===== src/rtl/pe_nic.sv =====
// pe_nic: network interface between a processing element and one router PE port.
//
// One 64-bit packet slot per direction. The processor writes the output slot
// (addr 10), which is injected into the router once the router is ready and
// the packet's virtual-channel bit matches the router polarity. The router
// ejects packets into the input slot, which the processor reads (addr 00).
//
// Ports:
//   clk, reset        clock; asynchronous active-low reset
//   addr              register select: 00 ibuf, 01 ibuf status, 10 obuf, 11 obuf status
//   d_in, d_out       processor write data; registered read data (1-cycle latency)
//   nicEn, nicEnWr    register access enable; 1 = write, 0 = read
//   net_si/ri/di      router send-in, ready-in, data-in (from router peso/peri/pedo)
//   net_so/ro/do      send-out, ready-out, data-out (to router pesi/pero/pedi)
//   net_polarity      router virtual-channel polarity
//   nic_irq           input-packet interrupt
//
// Optional feature: define PE_NIC_IRQ_EN to make nic_irq a registered copy of
// the input-buffer-full flag; otherwise nic_irq is tied to 0.
module pe_nic #(
    parameter int DATA_W = 64,
    parameter int VC_BIT = 63
) (
    input  logic              clk,
    input  logic              reset,
    input  logic [1:0]        addr,
    input  logic [DATA_W-1:0] d_in,
    output logic [DATA_W-1:0] d_out,
    input  logic              nicEn,
    input  logic              nicEnWr,
    input  logic              net_si,
    input  logic              net_ri,
    input  logic [DATA_W-1:0] net_di,
    output logic              net_so,
    output logic              net_ro,
    output logic [DATA_W-1:0] net_do,
    input  logic              net_polarity,
    output logic              nic_irq
);
    logic [DATA_W-1:0] ibuf_q, ibuf_d, obuf_q, obuf_d, d_out_q, d_out_d;
    logic              ibuf_full_q, ibuf_full_d, obuf_full_q, obuf_full_d;
    logic              rd, wr, eject;

    assign net_ro = ~ibuf_full_q;
    assign net_so = obuf_full_q & net_ri & (obuf_q[VC_BIT] == net_polarity);
    assign net_do = obuf_q;
    assign d_out  = d_out_q;

    always_comb begin
        rd          = nicEn & ~nicEnWr;
        wr          = nicEn & nicEnWr;
        eject       = net_si & net_ro;
        ibuf_d      = eject ? net_di : ibuf_q;
        // An ejection only happens when the slot is empty, so it wins over a
        // coincident read of an already-empty slot.
        ibuf_full_d = eject ? 1'b1 : (rd && addr == 2'b00) ? 1'b0 : ibuf_full_q;
        // The pre-edge full flag gates the write, so a write at the departure
        // edge is dropped.
        obuf_d      = (wr && addr == 2'b10 && !obuf_full_q) ? d_in : obuf_q;
        obuf_full_d = (wr && addr == 2'b10 && !obuf_full_q) ? 1'b1 :
                      net_so ? 1'b0 : obuf_full_q;
        d_out_d     = !rd ? d_out_q :
                      addr[1] ? (addr[0] ? {{(DATA_W-1){1'b0}}, obuf_full_q} : obuf_q) :
                                (addr[0] ? {{(DATA_W-1){1'b0}}, ibuf_full_q} : ibuf_q);
    end

    always_ff @(posedge clk or negedge reset) begin
        if (!reset) begin
            ibuf_q      <= '0;
            ibuf_full_q <= 1'b0;
            obuf_q      <= '0;
            obuf_full_q <= 1'b0;
            d_out_q     <= '0;
        end else begin
            ibuf_q      <= ibuf_d;
            ibuf_full_q <= ibuf_full_d;
            obuf_q      <= obuf_d;
            obuf_full_q <= obuf_full_d;
            d_out_q     <= d_out_d;
        end
    end

`ifdef PE_NIC_IRQ_EN
    logic irq_q, irq_d;

    assign irq_d   = ibuf_full_q;
    assign nic_irq = irq_q;

    always_ff @(posedge clk or negedge reset) begin
        if (!reset) irq_q <= 1'b0;
        else        irq_q <= irq_d;
    end
`else
    assign nic_irq = 1'b0;
`endif
endmodule


===== config.mk =====
export PLATFORM = sky130hd
export DESIGN_NAME = pe_nic
export DESIGN_NICKNAME = d
export VERILOG_FILES = /design/src/rtl/pe_nic.sv
export SDC_FILE = /design/constraint.sdc
export NUM_CORES = 1
export LEC_CHECK = 0
export CAP_MARGIN = 20
export CORE_MARGIN = 4
export CORE_UTILIZATION = 35
export DETAILED_ROUTE_END_ITERATION = 8
export PLACE_DENSITY = 0.76
export SLEW_MARGIN = 0
export SYNTH_ARGS = -nofsm -noshare
export SYNTH_HDL_FRONTEND = slang
export SYNTH_SLANG_ARGS = --single-unit

===== constraint.sdc =====
create_clock -name clk -period 1.42 [get_ports clk]
set_input_delay 0.284 -clock clk [delete_from_list [all_inputs] [get_ports clk]]
set_output_delay 0.284 -clock clk [all_outputs]
set_load 0.01 [all_outputs]

# Yosys cells after proc, flatten, opt, wreduce, memory -nomap -nowiden

Index checks and enable logic that the tools add are counted.

Input bits: 137
Word-level logic and storage cells: 28
Output and inout port bits: 131
Bits in registers: 194

Bitwise operators: 7
Reduce and logical (&&, ||, !) cells: 7
Muxes and demuxes: 7
Eq/ne operators: 2

Operator list:

| cell                                       | number |
|---|---|
| two-way mux 64 bit                         | 3 |
| bitwise AND 1 bit                          | 5 |
| two-way mux 1 bit                          | 4 |
| nonzero test 2 bit                         | 2 |
| logical AND 1 bit                          | 3 |
| equality test 2 bit, second input constant | 1 |
| logical NOT 2 bit                          | 1 |
| NOT 1 bit                                  | 2 |
| equality test 1 bit                        | 1 |
| logical NOT 1 bit                          | 1 |

# Logic depth before layout (Yosys ltp)

Depth after elaboration: 5
Gate-level depth with buffers: 5

# Worst setup path after synthesis

OpenSTA, ideal clock, no wires.

Kind: register to register
From: register obuf_full_q
To: register obuf_q[10], in the netlist net_do[10]
Stages on the path, launching flop included: 5
Buffers on the path: 1
Data arrival time: 1.327 ns
Clock period less this slack: 1.455 ns
Path slack: -0.035 ns
Path through: dfrtp_1 -> nand4b_2 -> nor2_8 -> buf_6 -> mux2_1

Longest elaborated chain between the ends: 2

RTL lines:

| element                  | RTL line | RTL |
|---|---|---|
| start: declaration       | 41       | `logic ibuf_full_q, ibuf_full_d, obuf_full_q, obuf_full_d;` |
| start signal: assignment | 78       | `obuf_full_q <= obuf_full_d;` |
| logical NOT 1 bit        | 59       | `obuf_d = (wr && addr == 2'b10 && !obuf_full_q) ? d_in : obuf_q;` |
| logical AND 1 bit        | 59       |  |
| end signal: assignment   | 77       | `obuf_q <= obuf_d;` |
| end: declaration         | 40       | `logic [DATA_W-1:0] ibuf_q, ibuf_d, obuf_q, obuf_d, d_out_q, d_out_d;` |

Every way passes these cells.
A chain may end at the register's enable or synchronous reset.

# Worst setup path in the final report

From: register obuf_full_q
To: register obuf_q[11], in the netlist net_do[11]

The elaborated chain is that of the path after synthesis.

==> flow_summary.json <==
{
  "critPathLaunchType": "flip-flop",
  "vdd_drop_max_uv": 1010,
  "portBuffers": 266,
  "synth_nets": 698,
  "synth_top_area_share_pct": 62.1,
  "clk_latency_ps": 430,
  "synth.distinct_cells": 25,
  "drc": 0,
  "syn_inst": 561,
  "clock-sinks": 194,
  "violations": "negative setup slack",
  "setup_slack_ps": -219,
  "worstHoldStart": "addr[1]",
  "post-route-period-util_pct": 115,
  "die_h_um": 157,
  "grt_usage_pct": 17.0,
  "maxCapViolCount": 0,
  "io-pin-count": 268,
  "routed_wl_um": 23500,
  "cts_root_buf": "clkbuf_16",
  "worstPathRequired_ps": 1730,
  "p_leak_uw": 0.00573,
  "crit_buf_inv": 3,
  "status": "finished with violations",
  "core_area_mm2": 0.0219,
  "synth_warnings": 0,
  "routedWlPerCell_um": 19.6,
  "area_growth_pct": 59.4,
  "cts.htree.levels": 4,
  "initialDrtViolationCount": 222,
  "synth_seq_cells": 194,
  "hpwl_um": 15000,
  "postSynthAreaPerCell_um2": 13.9,
  "rows": 54,
  "synth_largest_area_cell": "dfrtp_1",
  "path_cells": "buf_6 > nand4b_4 > nor2_8 > buf_12 > clkbuf_16 > mux2_4",
  "cp_max_fo": 8,
  "vias": 5718,
  "cp.arrival_ps": 1950,
  "die-width_um": 157,
  "viasPerCell": 4.75,
  "ant_nets": 0,
  "p_per_area_mw_per_mm2": 1850,
  "max_freq_mhz": 610,
  "clock_skew_ps": 10.3,
  "nets": 1046,
  "finalCriticalPeriod_ps": 1640,
  "cts_tree": "yes",
  "die_area_mm2": 0.0248,
  "critPathKind": "reg2reg",
  "setup-violations-final": 66,
  "syn-cell-area_mm2": 0.00782,
  "grt.overflow.total": 0,
  "ys_seq_area_share_pct": 62.1,
  "final-hold-violation-count": 0,
  "grt_pass1_vias": 5958,
  "first_pass_iters": 4,
  "place_ws_ps": -475,
  "crit_path_top_delay_cell": "dfrtp_1",
  "tns_ps": -12110,
  "crit_family": "buffers and inverters",
  "cp-end-kind": "flip-flop",
  "start_util_pct": 35.7,
  "slew_violations": 0,
  "clock_path_buffers": 2,
  "r2r_start": "obuf_full_q",
  "critPathMaxStageDelay_ps": 400,
  "antenna_found_initial": 1,
  "rsz0062_at_grt": "yes",
  "mostFrequentLayoutCells": "dfrtp_1 (194), clkdlybuf4s50_1 (134), clkdlybuf4s15_1 (101), buf_4 (73), mux2_2 (65)",
  "clk_pin_slew_ps": 80,
  "grt_pass1_wl_um": 32800,
  "cts_made_buffers": 17,
  "hp-class": "in2reg",
  "gp_congestion": 0.746,
  "netlist_top_cells_area": "dfrtp_1 (62%), mux2_2 (9.9%), mux2_1 (8.6%), mux2i_1 (8.1%), o21ai_0 (3.5%)",
  "grt_max_degree": 54,
  "drive_gt1_share_pct": 29.9,
  "layout_commonest_cell": "dfrtp_1",
  "crit_start": "obuf_full_q"
}
worst min-delay path, stage by stage:
cell,delay [ps]
buf_4,130
nand4b_4,120
buf_4,110
o22ai_1,70
final cells by class:
cell class / count / area (µm²)
sequential: 194 / 4850
antenna: 1 / 2.50
tap: 280 / 350
fill: 1789 / 9430
clock buffer: 18 / 439
inverter: 2 / 7.51
clock inverter: 14 / 159
timing repair buffer: 364 / 3650
multi-input combinational: 330 / 3000
through the flow:
| stage | area (µm²) | hold WS (ps) | power (µW) | std cells | util, % |
|---|---|---|---|---|---|
| after floorplan | 7830 | -11.6 | 12600 | 561 | - |
| after global placement | 11000 | 286 | 16900 | 1104 | 50.4 |
| after detailed placement | 11000 | 287 | 17200 | 1104 | 50.4 |
| after CTS | 11800 | 222 | 21900 | 1172 | 53.8 |
| after global routing | 12500 | 330 | 24500 | 1203 | 56.9 |
| final | 12500 | 335 | 23100 | 1203 | 56.9 |
registers in the layout, summed over array words and instances (netlist names):
register / cells
ibuf_q: 64
d_out: 64
obuf_full_q: 1
ibuf_full_q: 1
net_do: 64
power by group:
part | internal (µW) | leakage, µW | switching (µW)
clock | 2570 | 0.000296 | 2340
combinational | 5590 | 0.00304 | 3420
sequential | 7840 | 0.00239 | 1350
total | 16000 | 0.00573 | 7110
timing repair:
action                                  CTS  global route
cloned                                    0             9
resized for setup                       174           181
endpoints found under the setup margin  195           179
pin swaps                                 2             1
hold buffers                              1             0
hold endpoints to repair                 40             0
setup buffers                            35            21
per-layer routing:
layer / GRT usage [%] / wire, µm / share of wire [%]
met1: 20.2 / 9410 / 40
met2: 29.4 / 12100 / 51
met3: 5.83 / 1620 / 6.9
met4: 4.63 / 426 / 1.8
met5: 0 / 0 / 0
synth_stat cells:
cell type / number
dfrtp_1: 194
mux2_2: 69
mux2i_1: 63
nand2_1: 63
mux2_1: 60
o21ai_0: 54
buf_2: 15
o21ai_1: 9
buf_6: 6
clkbuf_1: 6
clkbuf_2: 6
buf_4: 2
inv_1: 2
and3_1: 1
conb_1: 1
mux4_2: 1
nand2b_1: 1
nand4b_2: 1
nor2_8: 1
nor2b_1: 1
nor3_1: 1
o21bai_1: 1
o22ai_1: 1
or2_1: 1
xnor2_1: 1
kinds of logic (layout without fill, tap and decap cells):
family | count (synthesis) | count (layout) | synth area share [%]
DFF | 194 | 194 | 62.1
AOI/OAI and AO/OA | 65 | 65 | 4.21
muxes | 193 | 193 | 26.9
other | 1 | 2 | 0.0479
buffers and inverters | 37 | 398 | 2.78
xor gates and xnor gates | 1 | 1 | 0.112
and+or+nand+nor | 70 | 70 | 3.86
path summary, 6_finish.rpt:
path | to | slack [ps] | cells after the start
max | net_do[11] | -220 | 6
min | obuf_full_q | 330 | 4
max reg2reg | net_do[11] | -220 | 6
min reg2reg | d_out[14] | 480 | 2
max in group asynchronous | ibuf_q[31] | 440 | 3
min in group asynchronous | net_do[10] | 370 | 2
Power figures use the tool's default switching activity.
